### config.mk
export PLATFORM = sky130hd
export DESIGN_NAME = mem_port_arbiter
export DESIGN_NICKNAME = d
export VERILOG_FILES = /design/src/rtl/rv_mem_arb_pkg.sv /design/src/rtl/arb_timeout_ctr.sv /design/src/rtl/mem_port_arbiter.sv
export SDC_FILE = /design/constraint.sdc
export NUM_CORES = 1
export LEC_CHECK = 0
export BUFFER_PORTS_ARGS = -buffer_cell sky130_fd_sc_hd__clkbuf_2
export CELL_PAD_IN_SITES_DETAIL_PLACEMENT = 1
export CELL_PAD_IN_SITES_GLOBAL_PLACEMENT = 2
export CORE_MARGIN = 3
export CORE_UTILIZATION = 18
export CTS_CLUSTER_SIZE = 12
export DETAILED_ROUTE_END_ITERATION = 8
export PLACE_DENSITY_LB_ADDON = 0.1
export SLEW_MARGIN = 20
export SYNTH_ARGS = -nofsm -noshare
export SYNTH_HDL_FRONTEND = slang
export SYNTH_SLANG_ARGS = --single-unit
### constraint.sdc
create_clock -name clk -period 1.9 [get_ports clk]
set_input_delay 0.095 -clock clk [delete_from_list [all_inputs] [get_ports clk]]
set_output_delay 0.095 -clock clk [all_outputs]
set_load 0.005 [all_outputs]
### src/rtl/rv_mem_arb_pkg.sv
// Shared types and defaults for the unified memory-port arbiter and its helpers.
package rv_mem_arb_pkg;

   localparam int unsigned ADDR_W           = 32;
   localparam int unsigned DATA_W           = 32;
   localparam int unsigned STRB_W           = 4;
   localparam int unsigned DEF_MAX_D_STREAK = 4;
   localparam int unsigned DEF_TIMEOUT      = 64;

   typedef enum logic [1:0] {
      IDLE    = 2'd0,
      BUSY_IF = 2'd1,
      BUSY_D  = 2'd2
   } arb_state_t;

   localparam logic OWN_IF = 1'b0;
   localparam logic OWN_D  = 1'b1;

   // Attributes held stable on the memory port for the life of a transaction.
   typedef struct packed {
      logic              we;
      logic [ADDR_W-1:0] addr;
      logic [DATA_W-1:0] wdata;
      logic [STRB_W-1:0] wstrb;
   } mem_cmd_t;

   // Counter width able to hold 0..max_val, never narrower than one bit.
   function automatic int unsigned cnt_w(input int unsigned max_val);
      return (max_val < 1) ? 1 : $clog2(max_val + 1);
   endfunction

endpackage

### src/rtl/arb_timeout_ctr.sv
// Busy-cycle counter: cleared on load, counts while enabled, flags expiry on the
// last allowed cycle. TIMEOUT = 0 disables expiry.
module arb_timeout_ctr
   import rv_mem_arb_pkg::*;
#(
   parameter int unsigned TIMEOUT = DEF_TIMEOUT
) (
   input  logic clk,
   input  logic reset_n,
   input  logic load_i,
   input  logic en_i,
   output logic expire_o
);

   localparam int unsigned CW = cnt_w(TIMEOUT);

   logic [CW-1:0] cnt_q;
   logic [CW-1:0] cnt_d;

   always_comb begin
      cnt_d = cnt_q;
      if (load_i) begin
         cnt_d = '0;
      end else if (en_i && !expire_o) begin
         cnt_d = cnt_q + CW'(1);
      end
   end

   always_ff @(posedge clk) begin
      if (!reset_n) begin
         cnt_q <= '0;
      end else begin
         cnt_q <= cnt_d;
      end
   end

   generate
      if (TIMEOUT == 0) begin : g_no_tmo
         assign expire_o = 1'b0;
      end else begin : g_tmo
         assign expire_o = en_i && (cnt_q == CW'(TIMEOUT - 1));
      end
   endgenerate

endmodule

### src/rtl/mem_port_arbiter.sv
// Shares one memory port between instruction fetch and the load/store unit,
// with data priority, a fetch starvation guard, fetch-kill and access timeout.
module mem_port_arbiter
   import rv_mem_arb_pkg::*;
#(
   parameter int unsigned MAX_D_STREAK = DEF_MAX_D_STREAK,
   parameter int unsigned TIMEOUT      = DEF_TIMEOUT
) (
   input  logic              clk,
   input  logic              reset_n,
   input  logic              if_req,
   input  logic [ADDR_W-1:0] if_addr,
   input  logic              if_kill,
   output logic              if_valid,
   output logic [DATA_W-1:0] if_rdata,
   input  logic              d_req,
   input  logic              d_we,
   input  logic [ADDR_W-1:0] d_addr,
   input  logic [DATA_W-1:0] d_wdata,
   input  logic [STRB_W-1:0] d_wstrb,
   output logic              d_valid,
   output logic [DATA_W-1:0] d_rdata,
   output logic              d_err,
   output logic              if_err,
   output logic              mem_req,
   output logic              mem_we,
   output logic [ADDR_W-1:0] mem_addr,
   output logic [DATA_W-1:0] mem_wdata,
   output logic [STRB_W-1:0] mem_wstrb,
   input  logic              mem_ready,
   input  logic [DATA_W-1:0] mem_rdata
);

   localparam int unsigned   SW         = cnt_w(MAX_D_STREAK);
   localparam logic [SW-1:0] STREAK_MAX = SW'(MAX_D_STREAK);

   arb_state_t    state_q, state_d;
   logic [SW-1:0] streak_q, streak_d;
   logic          killed_q, killed_d;
   logic          req_q, req_d;
   mem_cmd_t      cmd_q, cmd_d;

   logic fetch_win;
   logic data_win;
   logic grant;
   logic grant_own;
   logic busy;
   logic tmo_expire;
   logic done;

   // Arbitration is only meaningful in IDLE; a kill that cycle vetoes fetch.
   assign fetch_win = (state_q == IDLE) && if_req && !if_kill &&
                      (!d_req || (streak_q == STREAK_MAX));
   assign data_win  = (state_q == IDLE) && d_req && !fetch_win;
   assign grant     = fetch_win || data_win;
   assign grant_own = fetch_win ? OWN_IF : OWN_D;
   assign busy      = (state_q != IDLE);
   assign done      = busy && (mem_ready || tmo_expire);

   arb_timeout_ctr #(
      .TIMEOUT (TIMEOUT)
   ) u_tmo (
      .clk      (clk),
      .reset_n  (reset_n),
      .load_i   (grant),
      .en_i     (busy),
      .expire_o (tmo_expire)
   );

   assign mem_req   = req_q;
   assign mem_we    = cmd_q.we;
   assign mem_addr  = cmd_q.addr;
   assign mem_wdata = cmd_q.wdata;
   assign mem_wstrb = cmd_q.wstrb;

   always_comb begin
      state_d  = state_q;
      streak_d = streak_q;
      killed_d = killed_q;
      req_d    = req_q;
      cmd_d    = cmd_q;
      if_valid = 1'b0;
      if_err   = 1'b0;
      if_rdata = '0;
      d_valid  = 1'b0;
      d_err    = 1'b0;
      d_rdata  = '0;

      case (state_q)
         IDLE: begin
            if (fetch_win || !if_req) begin
               streak_d = '0;
            end else if (data_win && (streak_q != STREAK_MAX)) begin
               streak_d = streak_q + SW'(1);
            end
            if (grant) begin
               req_d = 1'b1;
               if (grant_own == OWN_IF) begin
                  state_d     = BUSY_IF;
                  cmd_d.we    = 1'b0;
                  cmd_d.addr  = if_addr;
                  cmd_d.wdata = '0;
                  cmd_d.wstrb = '0;
               end else begin
                  state_d     = BUSY_D;
                  cmd_d.we    = d_we;
                  cmd_d.addr  = d_addr;
                  cmd_d.wdata = d_wdata;
                  cmd_d.wstrb = d_wstrb;
               end
            end
         end

         BUSY_IF: begin
            if (if_kill) begin
               killed_d = 1'b1;
            end
            if (done) begin
               state_d  = IDLE;
               req_d    = 1'b0;
               killed_d = 1'b0;
               // A killed fetch still drains the memory but reports nothing.
               if (reset_n && !killed_q && !if_kill) begin
                  if_valid = 1'b1;
                  if_err   = !mem_ready;
                  if_rdata = mem_ready ? mem_rdata : '0;
               end
            end
         end

         BUSY_D: begin
            if (done) begin
               state_d = IDLE;
               req_d   = 1'b0;
               if (reset_n) begin
                  d_valid = 1'b1;
                  d_err   = !mem_ready;
                  d_rdata = mem_ready ? mem_rdata : '0;
               end
            end
         end

         default: begin
            state_d = IDLE;
            req_d   = 1'b0;
         end
      endcase
   end

   always_ff @(posedge clk) begin
      if (!reset_n) begin
         state_q  <= IDLE;
         streak_q <= '0;
         killed_q <= 1'b0;
         req_q    <= 1'b0;
         cmd_q    <= '0;
      end else begin
         state_q  <= state_d;
         streak_q <= streak_d;
         killed_q <= killed_d;
         req_q    <= req_d;
         cmd_q    <= cmd_d;
      end
   end

endmodule
==> results.cfg, run 1 <==
[logic_synthesis]
synth-seq-cells = 83
netlist.area_leader.share_pct = 45.0
ys_types = 34
synth.most_common_cell = dfxtp_1
ys_seq_area_share_pct = 45.0
synth_cells = 437
synth_nets = 582
synth_edf_count = 0
synthArstFlopShare_pct = 0
dominantRegCellSynth = dfxtp_1
syn_area_um2 = 3690
synth_area_leaders = dfxtp_1, and2_1, a22o_1
yosysTopAreaCell = dfxtp_1
syn_area_per_cell_um2 = 8.45
synth_common_cells = dfxtp_1, nand2_1, and2_1, o21ai_0, a22o_1
yosysWarnings = 0

[worst_setup_path]
worstPathRequired_ps = 1800
startpoint_type = flop
arrival_ps = 1760
critPathKind = flop to primary output
reg2reg_depth = 7
worstPathCellList = inv_2 > ha_4 > nor2b_4 > nand2_4 > nor2_4 > buf_6 > buf_12 > and2_4 > buf_6
slowest_delay_ps = 360
rr_endpoint = mem_wstrb[2]$_SDFFE_PN0P_
timing.rr.start = state_q[0]$_SDFFE_PN0P_
end_kind = primary output
r2r_slack_ps = 100
slowest_stage = dfxtp_2
worstPathMaxFanout = 8
cpMostUsedCell = buf_6

[global_routing]
grt_usage_pct = 14.4
grt_antenna_before_repair = 0
grt-ovfl-total = 0
grt_pass1_wl_um = 25700
first_global_vias = 4930
grt_max_degree = 67

[final_layout]
syn_to_final_growth_pct = 94.9
nets = 955
fin_area_um2 = 7200
instances_no_fill = 1080
n_antenna_cell = 0
drive_gt1_share_pct = 45.3

[placement]
post_dp_cell_area_um2 = 5380
io_buffers = 276
dp_cells = 954
place.gp.congestion = 0.729
preCtsSetupSlack_ps = 52.2
hpwl_um = 11300

[sta]
final.setup_skew_ps = 12.4
fmax_mhz = 540
tns_ps = 0
finalCritPeriodShare_pct = 97.4
worst_slew_pin_slew_ps = 333
fin_ws_ps = 49.7
layout_min_cycle_time_ps = 1850
setup_viol = 0
final_max_slew_viol_count = 0
rsz0062_at_grt = yes
hold_viol = 0
maxSlewHeadroom_pct = 77.7

[cts]
clkTransAtPathRegs_ps = 60
cts_buffer_depth = 2
clk_latency_ps = 340
cts_tree = yes
cts_root_buf = clkbuf_16
clock_sinks = 83
cts_buffers = 9
cts_max_level = 3

[floorplanning]
coreArea_um2 = 19800
fp.dieH_um = 149
start_util_pct = 18.7
die_w_um = 149
die_area_um2 = 22300
io_pins = 277
num_rows = 51

[routing]
num_vias = 4631
drcViolationCount = 0
ant_nets = 0
first_pass_iters = 4
first_iter_violations = 117
drt-total-wl_um = 17100
wire_per_inst_um = 15.8
via_per_inst = 4.29

[run_status]
status = completed

[pwr]
leakage_nw = 3.47
p_per_area_nw_per_um2 = 727
ir_drop_v = 0.000550

[flow_run]
maxCapViolCount = 0

[hold_path]
hold_path_end = mem_addr[3]$_SDFFE_PN0P_
hp-class = input port to flop
hold_depth = 3
hp-start = if_addr[3]
per-stage QoR:
stage               power (W)  hold WS, ps  util (%)
finish                0.00523         15.6      36.4
global route          0.00555         8.77      36.4
CTS                   0.00530        0.513      34.8
detailed placement    0.00309          318      27.2
global placement      0.00307          312      27.2
floorplan             0.00256          226         -
placed cells by master (no fill, tap or decap), types with 2 or more instances in the layout:
master | netlist | final
nand2_1 | 76 | 74
dfxtp_1 | 83 | 81
xnor2_1 | 2 | 2
buf_2 | 4 | 6
ha_4 | 0 | 2
clkbuf_16 | 0 | 10
o21ai_0 | 38 | 38
and3_1 | 3 | 3
nor2b_1 | 3 | 2
nor3b_1 | 4 | 3
buf_12 | 0 | 5
clkbuf_2 | 0 | 241
and2_1 | 64 | 30
clkinv_2 | 0 | 2
bufinv_16 | 0 | 2
buf_4 | 0 | 12
dfxtp_2 | 0 | 2
and2_4 | 0 | 34
inv_6 | 0 | 2
a22o_1 | 37 | 37
and3_4 | 1 | 2
nor2_4 | 0 | 2
buf_6 | 5 | 34
a21oi_1 | 5 | 5
a31oi_1 | 34 | 34
ha_1 | 6 | 4
dlygate4sd3_1 | 0 | 95
nand3_1 | 12 | 12
o22ai_1 | 2 | 2
nor2_1 | 10 | 7
buf_16 | 0 | 2
inv_1 | 7 | 5
layer usage:
layer	global-route usage (%)	vias up	part of all wire (%)
met3	4.35	18	5.7
li1	-	2274	-
met2	26.0	163	52
met1	16.5	2176	41
met5	0	-	0
met4	4.16	0	1.7
state kept, by name, summed over array words and instances, names as in the netlist:
signal       cells
mem_wdata       32
mem_addr        32
state_q          2
u_tmo.cnt_q      7
killed_q         1
mem_wstrb        4
mem_we           1
streak_q         3
mem_req          1
cell type report:
cell class                 count  area [um^2]
clock buffer                   9          225
tap                          265          332
multi-input combinational    313         2010
sequential                    83         1660
clock inverter                 7         98.8
inverter                       7         28.8
fill                        2370        12600
timing repair buffer         396         2840
kinds of logic (layout without fill, tap and decap cells):
logic type	after synthesis	after routing	share of synthesized area, %
AOI/OAI and AO/OA	124	124	22.4
xor gates and xnor gates	2	2	0.474
adders and majority gates	6	6	2.03
muxes	1	1	0.271
DFF	83	83	45.0
and+or+nand+nor	179	180	24.4
buffers and inverters	42	419	5.42
power breakdown:
part / leakage, nW / total [W] / internal [W] / switching (W)
Sequential: 0.685 / 0.00206 / 0.00195 / 0.000109
Clock: 0.162 / 0.00194 / 0.00117 / 0.000770
Combinational: 2.63 / 0.00124 / 0.000647 / 0.000591
worst max-delay path: cells and delay by family, from the launching register on:
| kind | cells | cell delay [ps] |
|---|---|---|
| simple gates | 4 | 480 |
| buf+inv | 4 | 420 |
| flops | 1 | 360 |
| fa+ha+maj | 1 | 160 |
how the worst max path moves through the flow:
stage	startpoint	end	slack (ps)
floorplan	state_q[0]$_SDFFE_PN0P_	mem_wdata[10]$_SDFFE_PN0P_	80
global placement	state_q[0]$_SDFFE_PN0P_	mem_wdata[0]$_SDFFE_PN0P_	130
detailed placement	state_q[1]$_SDFFE_PN0P_	mem_wstrb[2]$_SDFFE_PN0P_	50
CTS	state_q[0]$_SDFFE_PN0P_	if_rdata[3]	-3
global route	state_q[0]$_SDFFE_PN0P_	d_rdata[5]	-40
finish	state_q[0]$_SDFFE_PN0P_	d_rdata[5]	50
what timing repair did:
item	CTS	global route
hold buffers	95	0
setup endpoints to repair	64	103
resized for setup	24	94
setup buffers	9	3
pin swaps	5	29
endpoints found under the hold margin	67	0
gates cloned	3	2
Power figures use the tool's default switching activity.
==> run 2: changes to the inputs <==
Settings changed: PLACE_DENSITY set to 0.78, PLACE_DENSITY_LB_ADDON 0.1 to not set.
==> run 2 against run 1 <==
Against the previous run: register-to-register slack about the same; critical path depth down 1; global-route usage up 0.18 points; hold slack better by 4.4 ps; first-iteration DRC count down 0.85%; core utilization down 0.29 points; clock-buffer cell count unchanged; critical path type unchanged; combinational power about the same; worst setup slack worse by 31 ps; die area unchanged; power up 1.9%.
==> results.cfg, run 2 (same netlist as run 1, synthesis figures left out) <==
[floorplanning]
die_w_um = 149
coreArea_um2 = 19800
start_util_pct = 18.7
fp.dieH_um = 149
io_pins = 277
die_area_um2 = 22300
num_rows = 51

[cts]
clkTransAtPathRegs_ps = 70
cts_buffers = 9
clk_latency_ps = 340
clock_sinks = 83
cts_root_buf = clkbuf_16
cts_tree = yes
cts_max_level = 3
cts_buffer_depth = 2

[final_layout]
instances_no_fill = 1080
fillerInstances = 2343
final_common_cell = clkbuf_2
drive_gt1_share_pct = 44.3
final_cell_mix = clkbuf_2, dlygate4sd3_1, dfxtp_1
syn_to_final_growth_pct = 93.3
fin_util_pct = 36.1
nets = 954

[sta]
hold-worst-slack_ps = 20.0
rsz0062_at_grt = yes
setup_viol = 0
final_max_slew_viol_count = 0
hold_viol = 0
maxSlewHeadroom_pct = 70.6
final.setup_skew_ps = 7.74
finalCritPeriodShare_pct = 99.0
fmax_mhz = 532
worst_slew_pin_slew_ps = 440
layout_min_cycle_time_ps = 1880

[worst_setup_path]
cpMostUsedCell = buf_6
end_kind = primary output
worstPathMaxFanout = 8
slowest_stage = dfxtp_4
arrival_ps = 1790
startpoint_type = flop
critPathKind = flop to primary output
worstPathRequired_ps = 1800
slowest_delay_ps = 380
worstPathCellList = inv_4 > ha_4 > nor2b_4 > nand2_2 > nor2_4 > buf_6 > and2_4 > buf_6

[routing]
via_per_inst = 4.27
first_pass_iters = 4
first_iter_violations = 116
num_vias = 4612
drcViolationCount = 0
drt-total-wl_um = 17100
ant_nets = 0
wire_per_inst_um = 15.8

[global_routing]
grt_antenna_before_repair = 0
grt_max_degree = 53
first_global_vias = 4838
grt-ovfl-total = 0
grt_pass1_wl_um = 25900
grt_usage_pct = 14.6

[placement]
io_buffers = 276
dp_cells = 958
hpwl_um = 10900
place.gp.congestion = 0.732

[pwr]
ir_drop_v = 0.000392
p_seq_share_pct = 38.7
p_sw_w = 0.00146
p_clk_share_pct = 38.6
leakage_nw = 3.43
p_per_area_nw_per_um2 = 747
swShare_pct = 27.3
intPower_w = 0.00387
combPwrFrac_pct = 22.8

[hold_path]
hp-class = input port to flop

[flow_run]
maxCapViolCount = 0

[run_status]
status = completed
[run 2: routing by layer]
layer / vias up / GRT usage (%) / wire length (um)
li1: 2268 / - / -
met1: 2159 / 16.9 / 6930
met2: 162 / 25.9 / 8710
met3: 23 / 4.74 / 1150
met4: 0 / 3.84 / 269
met5: - / 0 / 0
[run 2: per-stage QoR]
step | worst slack, ps | total power [W] | TNS (ps) | area, um^2
finish | 19.1 | 0.00533 | 0 | 7140
global route | -87.2 | 0.00565 | -3400 | 7140
CTS | -30.1 | 0.00541 | -503 | 6860
detailed placement | 85.8 | 0.00309 | 0 | 5390
global placement | 126 | 0.00308 | 0 | 5390
floorplan | 77.0 | 0.00256 | 0 | 3690
[run 2: final cells by class]
cell class,count,area [um^2],share of cell area [%]
Timing Repair Buffer,396,2780,38.9
Multi-Input combinational cell,312,1980,27.7
Sequential cell,83,1670,23.3
Tap cell,265,332,4.64
Clock buffer,9,225,3.15
Clock inverter,7,124,1.74
Inverter,7,31.3,0.438
Antenna cell,1,2.50,0.0351
[run 2: critical path: cells and delay by family (launching register included)]
kind          cells  cell delay (ps)
flops             1              380
simple gates      4              590
buf+inv           3              310
fa+ha+maj         1              170
[run 2: what timing repair did]
action / CTS / global route
resized for setup: 34 / 81
hold buffers: 97 / 0
endpoints found under the hold margin: 68 / 0
setup endpoints to repair: 65 / 94
gates cloned: 4 / 0
buffers inserted: 3 / 1
pin swaps: 7 / 30
[run 2: power by group through the flow]
stage / logic [W] / registers [W] / clock network (W)
detailed placement: 0.000995 / 0.00209 / 0
floorplan: 0.000462 / 0.00210 / 0
global placement: 0.000991 / 0.00209 / 0
finish: 0.00121 / 0.00206 / 0.00206
CTS: 0.00119 / 0.00206 / 0.00216
global route: 0.00134 / 0.00209 / 0.00222
[run 2: path summary, 6_finish.rpt]
path                                  from                         to  slack (ps)  cells after the start
setup / recovery   state_q[0]$_SDFFE_PN0P_               if_rdata[16]          20                      8
hold / removal                   d_addr[4]   mem_addr[4]$_SDFFE_PN0P_          20                      3
setup reg to reg  streak_q[0]$_SDFFE_PN0P_  mem_wdata[6]$_SDFFE_PN0P_         100                      6
hold reg to reg       mem_req$_SDFFE_PN0P_       mem_req$_SDFFE_PN0P_         460                      2
==> run 3: changes to the inputs <==
Settings changed: CAP_MARGIN set to 20, PLACE_DENSITY 0.78 to 0.79, SKIP_LAST_GASP set to 1, SYNTH_HIERARCHICAL set to 1.
==> run 3 against run 2 <==
Against the previous run: the run now ends with setup timing left; critical path depth increased by 4; clock power decreased by 5%; design area increased by 4.8%; critical path type unchanged.
==> results.cfg, run 3 <==
[run_status]
status = finished, violations left
violations = setup timing

[logic_synthesis]
netlist.area_leader.share_pct = 42.4
syn_area_um2 = 3920
synth.most_common_cell = nand2_1
ys_seq_area_share_pct = 42.4
synth_cells = 551
dominantRegCellSynth = dfxtp_1
yosysTopAreaCell = dfxtp_1
synth_common_cells = nand2_1, dfxtp_1, nor2_1, o22ai_1, a31oi_1
yosysWarnings = 6
synthArstFlopShare_pct = 0
synth_nets = 696
synth_edf_count = 0
synth_area_leaders = dfxtp_1, nand2_1, nor2_1
ys_types = 40
syn_area_per_cell_um2 = 7.11
synth-seq-cells = 83

[pwr]
leakage_nw = 3.55
p_per_area_nw_per_um2 = 706
p_total_w = 0.00528
ir_drop_v = 0.000373

[floorplanning]
io_pins = 277
die_area_um2 = 23600
num_rows = 53
start_util_pct = 18.5
fp.dieH_um = 154
coreArea_um2 = 21200
die_w_um = 154

[global_routing]
grt_antenna_before_repair = 0
grt_pass1_wl_um = 29300
grt_max_degree = 55
first_global_vias = 5664
grt-ovfl-total = 0
grt_usage_pct = 15.3

[sta]
tns_ps = -19680
layout_min_cycle_time_ps = 2250
finalCritPeriodShare_pct = 119
rsz0062_at_grt = yes
final_max_slew_viol_count = 0
worst_slew_pin_slew_ps = 424
hold_viol = 0
maxSlewHeadroom_pct = 71.7
setup_viol = 68
fin_ws_ps = -353
final.setup_skew_ps = 7.12
fmax_mhz = 444

[worst_setup_path]
worstPathCellList = inv_2 > ha_4 > inv_2 > and2_4 > nand2_4 > nor2_4 > nor2_4 > nor2_4 > nand3_4 > clkbuf_16 > nor2_1 > buf_2
crit_end = d_rdata[17]
path_buf_inv = 4
reg2reg_depth = 9
slowest_stage = dfxtp_2
cpMostUsedCell = nor2_4
worstPathMaxFanout = 8
rr_endpoint = mem_addr[25]$_SDFFE_PN0P_
crit_cells = 12
cpLargestDelayFamily = simple AND/OR/NAND/NOR gates
worstPathRequired_ps = 1800
end_kind = primary output
slowest_delay_ps = 330
timing.rr.start = state_q[1]$_SDFFE_PN0P_
critPathKind = flop to primary output
startpoint_type = flop
r2r_slack_ps = 100
arrival_ps = 2160
crit_start = state_q[1]$_SDFFE_PN0P_

[placement]
io_buffers = 276
place.gp.congestion = 0.780
hpwl_um = 11700
dp_cells = 1077

[final_layout]
fillerInstances = 2597
instances_no_fill = 1209
seq_area_um2 = 1660
final_common_cell = clkbuf_2
n_antenna_cell = 0
syn_to_final_growth_pct = 90.9
final_cell_mix = clkbuf_2, nand2_1, dlygate4sd3_1
multiInputGateArea_um2 = 2250
nets = 1074
drive_gt1_share_pct = 40.9

[routing]
drt-total-wl_um = 18800
first_iter_violations = 154
num_vias = 5339
via_per_inst = 4.42
first_pass_iters = 4
ant_nets = 0
drcViolationCount = 0
wire_per_inst_um = 15.5

[cts]
clock_sinks = 83
clk_latency_ps = 340
cts_tree = yes
cts_buffers = 9
clkTransAtPathRegs_ps = 70
cts_max_level = 3
cts_buffer_depth = 2
cts_root_buf = clkbuf_16

[flow_run]
maxCapViolCount = 0

[hold_path]
hp-class = input port to flop
[run 3: timing repair]
action                                 CTS  global route
endpoints found under the hold margin   68             0
hold buffers                            99             0
pin swaps                                9            22
setup endpoints to repair               68            68
gates cloned                             3             2
buffers inserted                         7             5
gates resized for setup                 22            75
[run 3: worst min path at each step]
stage / from / endpoint / slack, ps / cells after the start
finish: d_wdata[31] / mem_wdata[31]$_SDFFE_PN0P_ / 10 / 3
global route: d_wdata[31] / mem_wdata[31]$_SDFFE_PN0P_ / 3 / 3
CTS: d_wdata[31] / mem_wdata[31]$_SDFFE_PN0P_ / 1 / 3
detailed placement: if_addr[30] / mem_addr[30]$_SDFFE_PN0P_ / 340 / 3
global placement: d_addr[6] / mem_addr[6]$_SDFFE_PN0P_ / 340 / 3
floorplan: d_addr[0] / mem_addr[0]$_SDFFE_PN0P_ / 250 / 2
[run 3: final cells by class]
class	count	share of cell area, %
inverter	8	0.401
tap	275	4.60
multi-input combinational	415	30.1
sequential	83	22.2
timing repair buffer	412	38.3
clock inverter	4	0.970
clock buffer	12	3.43
[run 3: metal layers]
metal	part of all wire, %	vias up	global-route usage [%]
met4	3.3	0	7.23
li1	-	2609	-
met2	52	225	28.2
met3	6.6	35	3.83
met5	0	-	0
met1	38	2470	16.3
[run 3: cells by family after synthesis]
logic type               synth area share (%)
AO/OA/AOI/OAI                            18.8
adder cells (fa/ha/maj)                  1.92
buffers and inverters                    6.51
flip-flops                               42.4
multiplexers                             1.28
AND/OR/NAND/NOR                          29.1
[run 3: through the flow]
step | setup WS [ps] | cell area [um^2] | hold WS [ps] | util, %
2_1_floorplan | 18.3 | 3950 | 247 | -
3_3_place_gp | 57.7 | 5680 | 337 | 26.8
3_5_place_dp | -4.77 | 5680 | 343 | 26.8
4_1_cts | -313 | 7230 | 1.19 | 34.1
5_1_grt | -485 | 7480 | 3.29 | 35.3
6_report | -353 | 7480 | 10.9 | 35.3
[run 3: worst register-to-register path, cell delays in order, from the launching register on]
cell	delay (ps)
dfxtp_2	320
inv_2	80
ha_4	140
buf_4	90
buf_4	150
and2b_1	180
and3_1	260
buf_12	200
nand2_1	110
a31oi_1	190
[run 3: report_power, final]
part | switching, W | internal (W) | total [W]
logic | 0.000665 | 0.000637 | 0.00130
clock network | 0.000740 | 0.00122 | 0.00196
registers | 0.0000950 | 0.00192 | 0.00202
total | 0.00150 | 0.00378 | 0.00528
